<file path="src/rtl/stopwatch_tick_ctrl_if.sv">
// Stopwatch control bus: raw user buttons in, timebase/clear strobes and FSM status out.
// master = the tick controller, slave = whoever drives the buttons and consumes the strobes.
interface stopwatch_tick_ctrl_if;
  logic       btn_start_stop;
  logic       btn_clear;
  logic       tick;
  logic       count_clr;
  logic       running;
  logic [1:0] state;

  modport master (
    input  btn_start_stop,
    input  btn_clear,
    output tick,
    output count_clr,
    output running,
    output state
  );

  modport slave (
    output btn_start_stop,
    output btn_clear,
    input  tick,
    input  count_clr,
    input  running,
    input  state
  );
endinterface

</file>
<file path="src/rtl/stopwatch_tick_ctrl.sv">
// Run/pause/clear controller and timebase for the stopwatch.
// Buttons are synchronized, optionally debounced, and edge-detected into one-cycle
// press events that drive an IDLE/RUN/PAUSE FSM. A prescaler divides clk_i into a
// one-cycle tick strobe while running; count_clr zeroes the downstream counters.
// Optional feature: define STOPWATCH_DEBOUNCE_EN to insert a DB_CYCLES debouncer.
module stopwatch_tick_ctrl #(
  parameter int unsigned DIV       = 50000000,
  parameter int unsigned DB_CYCLES = 1000000
) (
  input  logic                  clk_i,
  input  logic                  rst_i,
  stopwatch_tick_ctrl_if.master bus
);

  localparam int unsigned PW = $clog2(DIV);

  typedef enum logic [1:0] {
    S_IDLE  = 2'b00,
    S_RUN   = 2'b01,
    S_PAUSE = 2'b10
  } state_e;

  // Index 0 = start/stop, index 1 = clear
  logic [1:0] btn_raw;
  logic [1:0] btn_evt;
  logic       ss_evt;
  logic       clr_evt;

  assign btn_raw = {bus.btn_clear, bus.btn_start_stop};
  assign ss_evt  = btn_evt[0];
  assign clr_evt = btn_evt[1];

`ifdef STOPWATCH_DEBOUNCE_EN
  localparam int unsigned DBW = $clog2(DB_CYCLES + 1);
`else
  logic [31:0] unused_db_cycles;
  assign unused_db_cycles = 32'(DB_CYCLES);
`endif

  genvar gi;
  generate
    for (gi = 0; gi < 2; gi++) begin : g_btn
      logic sync1_q;
      logic sync2_q;
      logic level;
      logic level_prev_q;

      // Two-flop synchronizer for the asynchronous raw button
      always_ff @(posedge clk_i) begin
        if (rst_i) begin
          sync1_q <= 1'b0;
          sync2_q <= 1'b0;
        end else begin
          sync1_q <= btn_raw[gi];
          sync2_q <= sync1_q;
        end
      end

`ifdef STOPWATCH_DEBOUNCE_EN
      logic [DBW-1:0] db_cnt_q;
      logic           db_level_q;

      // Adopt a new level only after DB_CYCLES consecutive samples disagree with the current one
      always_ff @(posedge clk_i) begin
        if (rst_i) begin
          db_cnt_q   <= '0;
          db_level_q <= 1'b0;
        end else if (sync2_q == db_level_q) begin
          db_cnt_q <= '0;
        end else if (db_cnt_q == DBW'(DB_CYCLES - 1)) begin
          db_level_q <= sync2_q;
          db_cnt_q   <= '0;
        end else begin
          db_cnt_q <= db_cnt_q + DBW'(1);
        end
      end

      assign level = db_level_q;
`else
      assign level = sync2_q;
`endif

      // Remember last conditioned level so a held button yields a single event
      always_ff @(posedge clk_i) begin
        if (rst_i) begin
          level_prev_q <= 1'b0;
        end else begin
          level_prev_q <= level;
        end
      end

      assign btn_evt[gi] = level & ~level_prev_q;
    end
  endgenerate

  state_e        state_q;
  logic [PW-1:0] p_q;
  logic [PW-1:0] p_d;
  logic          p_wrap;
  logic          tick_q;
  logic          count_clr_q;
  logic          running_q;

  assign p_wrap = (p_q == PW'(DIV - 1));

  // Prescaler advance with exact wrap at DIV-1 so the tick period never drifts
  always_comb begin
    p_d = p_q + PW'(1);
    if (p_wrap) begin
      p_d = '0;
    end
  end

  // Control FSM, prescaler and registered strobes; clear beats start/stop except in RUN
  always_ff @(posedge clk_i) begin
    if (rst_i) begin
      state_q     <= S_IDLE;
      p_q         <= '0;
      tick_q      <= 1'b0;
      count_clr_q <= 1'b0;
      running_q   <= 1'b0;
    end else begin
      tick_q      <= 1'b0;
      count_clr_q <= 1'b0;
      case (state_q)
        S_IDLE: begin
          p_q <= '0;
          if (clr_evt) begin
            count_clr_q <= 1'b1;
          end else if (ss_evt) begin
            state_q   <= S_RUN;
            running_q <= 1'b1;
          end
        end
        S_RUN: begin
          // Tick and wrap still happen on the cycle we leave for PAUSE
          p_q    <= p_d;
          tick_q <= p_wrap;
          if (ss_evt) begin
            state_q   <= S_PAUSE;
            running_q <= 1'b0;
          end
        end
        S_PAUSE: begin
          if (clr_evt) begin
            state_q     <= S_IDLE;
            count_clr_q <= 1'b1;
            p_q         <= '0;
          end else if (ss_evt) begin
            state_q   <= S_RUN;
            running_q <= 1'b1;
          end
        end
        default: begin
          state_q   <= S_IDLE;
          p_q       <= '0;
          running_q <= 1'b0;
        end
      endcase
    end
  end

  assign bus.tick      = tick_q;
  assign bus.count_clr = count_clr_q;
  assign bus.running   = running_q;
  assign bus.state     = state_q;

endmodule

</file>
<file path="src/flat_wrapper.sv">
// flat-port wrapper written by rule: the top's interface ports become plain ports
module stopwatch_tick_ctrl_flat 
#(
  parameter int unsigned DIV       = 50000000,
  parameter int unsigned DB_CYCLES = 1000000
)
  (clk_i, rst_i, bus_btn_start_stop, bus_btn_clear, bus_tick, bus_count_clr, bus_running, bus_state);
  stopwatch_tick_ctrl_if bus_i ();
  input  logic clk_i;
  input  logic rst_i;
  input wire logic [$bits(bus_i.btn_start_stop)-1:0] bus_btn_start_stop;
  input wire logic [$bits(bus_i.btn_clear)-1:0] bus_btn_clear;
  output wire logic [$bits(bus_i.tick)-1:0] bus_tick;
  output wire logic [$bits(bus_i.count_clr)-1:0] bus_count_clr;
  output wire logic [$bits(bus_i.running)-1:0] bus_running;
  output wire logic [$bits(bus_i.state)-1:0] bus_state;
  assign bus_i.btn_start_stop = bus_btn_start_stop;
  assign bus_i.btn_clear = bus_btn_clear;
  assign bus_tick = bus_i.tick;
  assign bus_count_clr = bus_i.count_clr;
  assign bus_running = bus_i.running;
  assign bus_state = bus_i.state;
  stopwatch_tick_ctrl #(.DIV(DIV), .DB_CYCLES(DB_CYCLES)) u_core (.clk_i(clk_i), .rst_i(rst_i), .bus(bus_i));
endmodule
</file>
<file path="config.mk">
export PLATFORM = sky130hd
export DESIGN_NAME = stopwatch_tick_ctrl_flat
export DESIGN_NICKNAME = d
export VERILOG_FILES = /design/src/rtl/stopwatch_tick_ctrl_if.sv /design/src/rtl/stopwatch_tick_ctrl.sv /design/src/flat_wrapper.sv
export SDC_FILE = /design/constraint.sdc
export NUM_CORES = 1
export LEC_CHECK = 0
export CAP_MARGIN = 10
export CORE_UTILIZATION = 64
export CTS_CLUSTER_DIAMETER = 120
export DETAILED_ROUTE_END_ITERATION = 16
export DONT_BUFFER_PORTS = 1
export PLACE_DENSITY = 0.91
export SYNTH_ARGS = -nofsm -noshare
export SYNTH_HDL_FRONTEND = slang
export SYNTH_SLANG_ARGS = --single-unit
</file>
<file path="constraint.sdc">
create_clock -name clk_i -period 5.1 [get_ports clk_i]
set_clock_uncertainty 0.05 [all_clocks]
set_input_delay 1.275 -clock clk_i [delete_from_list [all_inputs] [get_ports clk_i]]
set_output_delay 1.275 -clock clk_i [all_outputs]
set_load 0.01 [all_outputs]
</file>
## After elaboration in Yosys (flattened, before gate mapping)

Index checks and enable logic that the tools add are counted.

- Register bits: 37
- Bits of input ports: 4
- Logic and storage cells: 45

- Add/sub/neg operators: 1
- Equal/unequal tests: 8
- Mux-type cells: 13
- Bitwise logic cells: 6
- Reduce and logical (&&, ||, !) cells: 6

Operators with widths:

| kind | number |
|---|---|
| two-way mux 26 bit | 2 |
| case mux 26 bit (2 select lines) | 1 |
| adder 26 x 1 -> 26 bit, second input constant | 1 |
| == test 26 bit, second input constant | 1 |
| two-way mux 2 bit | 4 |
| != test 2 x 1 -> 1 bit, second input constant | 3 |
| case mux 2 bit (3 select lines) | 1 |
| OR reduction 2 bit | 3 |
| two-way mux 1 bit | 4 |
| != test 2 bit, second input constant | 2 |
| inverter 1 bit | 4 |
| AND reduction 3 bit | 1 |
| bitwise AND 1 bit | 2 |
| == test 2 x 1 -> 1 bit, second input constant | 1 |
| == test 2 bit, second input constant | 1 |
| logical NOT 2 bit | 1 |
| case mux 1 bit (2 select lines) | 1 |
| AND reduction 2 bit | 1 |

## Logic depth before layout (Yosys ltp)

Gate-level depths: netlist of run 1.

- Depth in word-level cells: 5
- Gate-level depth with buffers: 8
- Mapped depth without buffers: 6

## Least setup slack after synthesis of run 1

No wires, ideal clock.

- Path type: input port to flip-flop
- From: input rst_i
- To: register u_core.p_q[24]
- Arrival time: 2,088 ps
- Path slack: 2,888 ps
- Cell stages on the path: 5
- Cell sequence: a211oi_1 > buf_4 > buf_6 > a31oi_1 > a31oi_1

RTL lines:

| what | RTL line | text |
|---|---|---|
| from (decl) | flat_wrapper.sv:10 | `input logic rst_i;` |
| to (signal assigned) | stopwatch_tick_ctrl.sv:137 | `p_q <= p_d;` |
| to (decl) | stopwatch_tick_ctrl.sv:97 | `logic [PW-1:0] p_q;` |

## Worst setup path after layout of run 1

- From: register u_core.p_q[0]
- To: register u_core.p_q[16]

- Longest elaborated chain between the ends: 3
- Elaborated cells between the ends (all ways): 4

Ends and longest elaborated chain:

| what | RTL line | text |
|---|---|---|
| adder 26 x 1 -> 26 bit / == test 26 bit (equally long branches) | stopwatch_tick_ctrl.sv:108, stopwatch_tick_ctrl.sv:104 |  |
| two-way mux 26 bit * | stopwatch_tick_ctrl.sv:109 | `if (p_wrap) begin` |
| case mux 26 bit (2 select lines) * | stopwatch_tick_ctrl.sv:125 | `case (state_q)` |

Every way passes the cells marked *; elsewhere a longest branch is shown, timed or not.
A chain may end at the register's enable or synchronous reset.

==> run metrics, run 1 <==
status completed; 1st-pass router iterations 5; share of cells above drive strength 1 8.49%; Area contributors post-synth dfxtp_1 42%, a21oi_1 4.8%, nand3_1 4.8%; CTS tree built; worst hold path class register to register; initial antenna violation count 0; CP max stage cell nor4_4; Seq/Total Area, Yosys between 40% and 50%; Ant. Diodes 0; first-pass GRT wire length 5.96 mm; Post-synth EDFFs 0; PostCTS Resize Cnt 0; Power Dens Cells between 200 and 300 mW/mm^2; Sw Share between 20% and 30%; crit start category register; H-tree depth 2; Yosys top cell area share a little over two fifths; Routed WL per cell 15.5 microns; Pint between 400 and 500 uW; # hold bufs at CTS 0; multi-input combinational cell area approximately 960 sq um; IO buf count 0; Worst Path Buf+Inv 0; Root Driver clkbuf_4; post-synthesis instance area ~0.0018 sq mm; post-route ant nets 0; CP required between 5 and 6 ns; clock slew at reported path FFs between 0.1 and 0.15 ns; FP Rows 18; cell taking the most area after synthesis dfxtp_1; Post-Syn Nets 216; Area Overhead vs Synth 5.01%; endpoints failing hold 0; NetSw around 110 uW; routed vias/inst about 6.5; post-layout util around 73%; maximum vdd ir drop ~0.00027 V; post-layout min period roughly 2.4 ns; fmax 416 MHz; combinational share of power ~2.5%; Yosys warnings 0; Worst-Skew Late Latency between 0.3 and 0.4 ns; #FFs+latches synth 37; Reg power frac a little under three fifths; CP Cell Sequence ha_1 -> nand3_4 -> nor4_4 -> nand3_2 -> or4b_1 -> a31oi_1; LEAKAGE between 0.5 and 0.6 nW; ys async rst share 0%; gpl congestion a little under 0.9; Die W between 50 and 60 microns; Critical Path Sink Type register; worst hold slack approximately 0.41 ns; clk sinks 37; Top delay family on crit path simple AND/OR/NAND/NOR gates; total negative slack 0 ns; normalized max-slew margin 45.3%; clock network power share between 40% and 50%; Setup Buffers After CTS 0; mean area per synthesized cell approximately 8.4 sq um; Tightest Pin Transition 0.814 ns; Max Cap Violations 0; Final nets ~220; GR Util All Layers between 20 and 30%; worst path arrival time around 2.6 ns; # fillers 201; vias post-DR about 1600; total core area around 0.0025 sq mm; final wirelength ~3.8 mm; Final Max Slew Viols 0; final setup fails 0; Post-Syn Instances 211; Register Area 741 sq um; period utilisation layout roughly 47%; CTS Buffer Depth 2; num ports 9; largest net degree at the start of global routing 31; drc violations 0; DP HPWL approximately 2.6 mm; vias in the first global route roughly 1400; Die Area roughly 0.003 sq mm; Die Y about 55 microns; max incr delay on CP just under 0.6 ns; Unique masters post-synth 44; RSZ-0062 raised after global routing no; grt total ovfl 0; Initial DRC Count a little over 80; Main synth FF type dfxtp_1; number of buffers created by CTS 5; crit path max fanout 8; Setup CP Type register to register; Initial Util between 60 and 70%
-- cell families (layout without fill, tap and decap cells) --
logic type	after synthesis	count (layout)	share of synthesized area, %
xor gates and xnor gates	4	4	1.98
AOI/OAI and AO/OA	46	46	15.7
DFF	37	37	41.8
and+or+nand+nor	104	104	33.0
buffers and inverters	14	15	4.09
muxes	5	5	2.82
adders and majority gates	1	1	0.706
-- per-stage QoR --
stage / power, mW / setup slack [ns] / std cells / instance area, sq um
after CTS: 0.527 / 2.71 / 242 / 1860
after detailed placement: 0.314 / 2.75 / 234 / 1770
final: 0.526 / 2.70 / 242 / 1860
after global routing: 0.539 / 2.59 / 242 / 1860
after global placement: 0.313 / 2.85 / 234 / 1770
after floorplan: 0.314 / 2.89 / 211 / 1770
-- per-layer routing --
metal,up-vias,share of wire [%],track usage [%]
met1,746,43,31.0
met4,0,1.9,12.8
met2,48,50,51.2
li1,774,-,-
met5,-,0,0
met3,10,4.8,9.17
-- registers in the layout, indices dropped and copies added, names as in the netlist --
| signal | count |
|---|---|
| u_core.g_btn.level_prev_q | 2 |
| u_core.bus.state | 2 |
| u_core.bus.count_clr | 1 |
| u_core.bus.tick | 1 |
| u_core.g_btn.sync1_q | 2 |
| u_core.p_q | 26 |
| u_core.g_btn.level | 2 |
| u_core.bus.running | 1 |
-- path summary, 6_finish.rpt --
kind | from | endpoint | slack [ns] | depth (start not counted)
max | u_core.p_q[0]$_SDFFE_PP0P_ | u_core.p_q[16]$_SDFFE_PP0P_ | 2.70 | 6
min | u_core.g_btn[0].sync1_q$_SDFF_PP0_ | u_core.g_btn[0].level$_SDFF_PP0_ | 0.41 | 1
max reg2reg | u_core.p_q[0]$_SDFFE_PP0P_ | u_core.p_q[16]$_SDFFE_PP0P_ | 2.70 | 6
min reg2reg | u_core.g_btn[0].sync1_q$_SDFF_PP0_ | u_core.g_btn[0].level$_SDFF_PP0_ | 0.41 | 1
-- power by group through the flow --
stage	sequential, mW	clock, mW	combinational (mW)
floorplan	0.301	0	0.0130
global placement	0.301	0	0.0117
detailed placement	0.302	0	0.0127
CTS	0.295	0.219	0.0128
global route	0.296	0.229	0.0143
finish	0.295	0.218	0.0129
-- synthesized netlist by cell type, types with 3 or more instances --
| cell | instances |
|---|---|
| a31oi_1 | 12 |
| inv_1 | 6 |
| dfxtp_1 | 37 |
| clkbuf_1 | 4 |
| xor2_1 | 3 |
| nor2_1 | 21 |
| mux2i_1 | 5 |
| a21oi_1 | 17 |
| nand2_1 | 22 |
| nor3_1 | 4 |
| nand3_1 | 17 |
| o21ai_0 | 6 |
| nor2b_1 | 6 |
| nand4_1 | 10 |
| nand2b_1 | 4 |
| nor4_1 | 3 |
| nor4_2 | 3 |
-- worst reg2reg max path, delay by kind of cell, from the launching register on --
| kind | cells | cell delay (ns) |
|---|---|---|
| AOI/OAI and AO/OA | 1 | 0.17 |
| adders and majority gates | 1 | 0.32 |
| DFF | 1 | 0.43 |
| and+or+nand+nor | 4 | 1.37 |
-- cell type report --
cell class                 instances  area share, %
clock inverter                     2           2.02
timing repair buffer               1          0.403
sequential                        37           39.8
clock buffer                       6           2.76
inverter                           6           1.21
tap                               30           2.02
multi-input combinational        160           51.8
-- cell usage in the layout (no fill, tap or decap), types with 5 or more instances in the layout --
master	n
nor2_1	21
a31oi_1	12
a21oi_1	17
nand2_1	22
nand4_1	10
dfxtp_1	37
mux2i_1	5
o21ai_0	6
nor2b_1	6
inv_1	6
clkbuf_4	5
nand3_1	17
(Power assumes the default switching activity.)
==> inputs of run 2 (changes only) <==
--- a/config.mk
+++ b/config.mk
@@ -6,11 +6,11 @@
 export NUM_CORES = 1
 export LEC_CHECK = 0
 export CAP_MARGIN = 10
-export CORE_UTILIZATION = 64
+export CORE_UTILIZATION = 56
 export CTS_CLUSTER_DIAMETER = 120
 export DETAILED_ROUTE_END_ITERATION = 16
 export DONT_BUFFER_PORTS = 1
-export PLACE_DENSITY = 0.91
+export PLACE_DENSITY = 0.85
 export SYNTH_ARGS = -nofsm -noshare
 export SYNTH_HDL_FRONTEND = slang
 export SYNTH_SLANG_ARGS = --single-unit
==> constraint.sdc (replaced) <==
create_clock -name clk_i -period 1.95 [get_ports clk_i]
set_clock_uncertainty 0.05 [all_clocks]
set_input_delay 0.4875 -clock clk_i [delete_from_list [all_inputs] [get_ports clk_i]]
set_output_delay 0.4875 -clock clk_i [all_outputs]
set_load 0.01 [all_outputs]
==> run metrics, run 2 (synthesis gave the netlist of run 1 again) <==
number of buffers created by CTS 5; Crit Reg-Reg Startpoint u_core.p_q[7]$_SDFFE_PP0P_; Max Cap Violations 0; H-tree depth 2; normalized max-slew margin a little over two thirds; crit path max fanout 20; crit start category register; post-layout min period 1.90 ns; register bank with the most flops u_core.p_q; Die Y around 58 microns; CTS tree built; initial antenna violation count 0; max FFs per register 26; most frequent cells in the layout 35 x dfxtp_1, 22 x nand2_1, 21 x nor2_1; fin area 0.00207 sq mm; # fillers 226; drc violations 0; total core area 0.00303 sq mm; clk sinks 37; Worst R2R End u_core.p_q[20]$_SDFFE_PP0P_; Top delay family on crit path simple AND/OR/NAND/NOR gates; multi-input combinational cell area 998 sq um; Root Driver clkbuf_4; Area Overhead vs Synth 16.5%; Power Dens Cells 659 mW/mm^2; combinational share of power approximately 3%; Die Area around 0.0034 sq mm; clock slew at reported path FFs roughly 0.12 ns; Worst-Skew Late Latency roughly 0.36 ns; Critical Path Sink Type register; vias post-DR roughly 1700; Final Max Slew Viols 0; grt total ovfl 0; IO buf count 0; gpl congestion around 0.92; Reg power frac between 50% and 60%; Pint ~1.1 mW; final setup fails 0; fin cells roughly 280; Ant. Diodes 0; 1st-pass router iterations 4; Final nets between 200 and 250; Post-DP Area a little under 0.002 sq mm; clock network power share between 40 and 50%; R2R Setup Slk 0.05 ns; commonest non-fill, non-tap cell in the layout dfxtp_1; endpoints failing hold 0; R2R depth 6; NetSw around 310 uW; CP max stage cell or4_4; total negative slack 0 ns; post-route ant nets 0; Worst Path Buf+Inv 1; final wirelength just under 4 mm; worst hold path class primary input to register; Register Area around 740 sq um; hold path start rst_i; CP required between 2 and 2.5 ns; Routed WL per cell between 10 and 15 microns; FP Rows 20; CP Cell Sequence or4_4 -> nor4_4 -> a211oi_2 -> buf_12 -> a21o_1 -> a22o_1; fmax around 530 MHz; Initial DRC Count a little under 90; DP HPWL 2.62 mm; # hold bufs at CTS 0; LEAKAGE approximately 0.7 nW; Setup CP Type register to register; post-layout util between 60% and 70%; hold depth 1; placed cells between 200 and 300; period utilisation layout roughly 100%; GR Util All Layers roughly a quarter; share of cells above drive strength 1 around 18%; status completed; vias in the first global route roughly 1500; maximum vdd ir drop between 0.0005 and 0.0006 V; CTS Buffer Depth 2; Tightest Pin Transition around 0.45 ns; Initial Util about three fifths; num ports 9; routed vias/inst around 6; Die W slightly below 60 microns; first-pass GRT wire length ~6.3 mm; Sw Share approximately 23%; worst path arrival time around 2.1 ns; sink of the worst hold path u_core.g_btn[1].level_prev_q$_SDFF_PP0_; max incr delay on CP 0.53 ns; largest net degree at the start of global routing 23
[run 2: what timing repair did]
action	4_1_cts	5_1_grt
setup buffers	0	1
endpoints found under the setup margin	1	10
pin swaps	0	3
hold endpoints to repair	0	0
resized for setup	1	6
cloned	0	0
[run 2: power groups by stage]
stage               Combinational [mW]  Sequential [mW]  Clock (mW)
finish                          0.0403            0.771       0.550
global route                    0.0443            0.773       0.593
CTS                             0.0396            0.771       0.563
detailed placement              0.0396            0.788           0
global placement                0.0383            0.787           0
floorplan                       0.0341            0.787           0
[run 2: worst max-delay path by stage]
| stage | startpoint | end | slack (ns) | cells after the start |
|---|---|---|---|---|
| 2_1_floorplan | u_core.p_q[7]$_SDFFE_PP0P_ | u_core.p_q[20]$_SDFFE_PP0P_ | 0.004 | 7 |
| 6_report | u_core.p_q[7]$_SDFFE_PP0P_ | u_core.p_q[20]$_SDFFE_PP0P_ | 0.05 | 6 |
| 3_3_place_gp | u_core.p_q[8]$_SDFFE_PP0P_ | u_core.p_q[20]$_SDFFE_PP0P_ | 0.06 | 6 |
| 4_1_cts | u_core.p_q[7]$_SDFFE_PP0P_ | u_core.p_q[20]$_SDFFE_PP0P_ | 0.003 | 6 |
| 3_5_place_dp | u_core.p_q[7]$_SDFFE_PP0P_ | u_core.p_q[20]$_SDFFE_PP0P_ | 0.02 | 6 |
| 5_1_grt | u_core.p_q[7]$_SDFFE_PP0P_ | u_core.p_q[20]$_SDFFE_PP0P_ | -0.004 | 6 |
[run 2: layout make-up]
class / count / share of cell area [%]
Multi-Input combinational cell: 160 / 48.3
Sequential cell: 37 / 36.0
Timing Repair Buffer: 20 / 7.87
Tap cell: 44 / 2.67
Clock inverter: 3 / 2.24
Clock buffer: 5 / 1.82
Inverter: 6 / 1.09
[run 2: metrics by stage]
step,setup slack (ns),hold WS [ns],total power [mW]
after CTS,0.00345,0.115,1.37
final,0.0493,0.126,1.36
after global routing,-0.00407,0.0959,1.41
after floorplan,0.00389,0.364,0.821
after detailed placement,0.0206,0.376,0.827
after global placement,0.0642,0.364,0.826
[run 2: layer usage]
metal,track usage [%],up-vias,wire (microns),part of all wire [%]
met5,0,-,0,0
met4,12.6,0,130,3.3
met3,6.92,17,231,5.9
met2,39.9,64,1880,48
met1,29.7,764,1690,43
li1,-,807,-,-
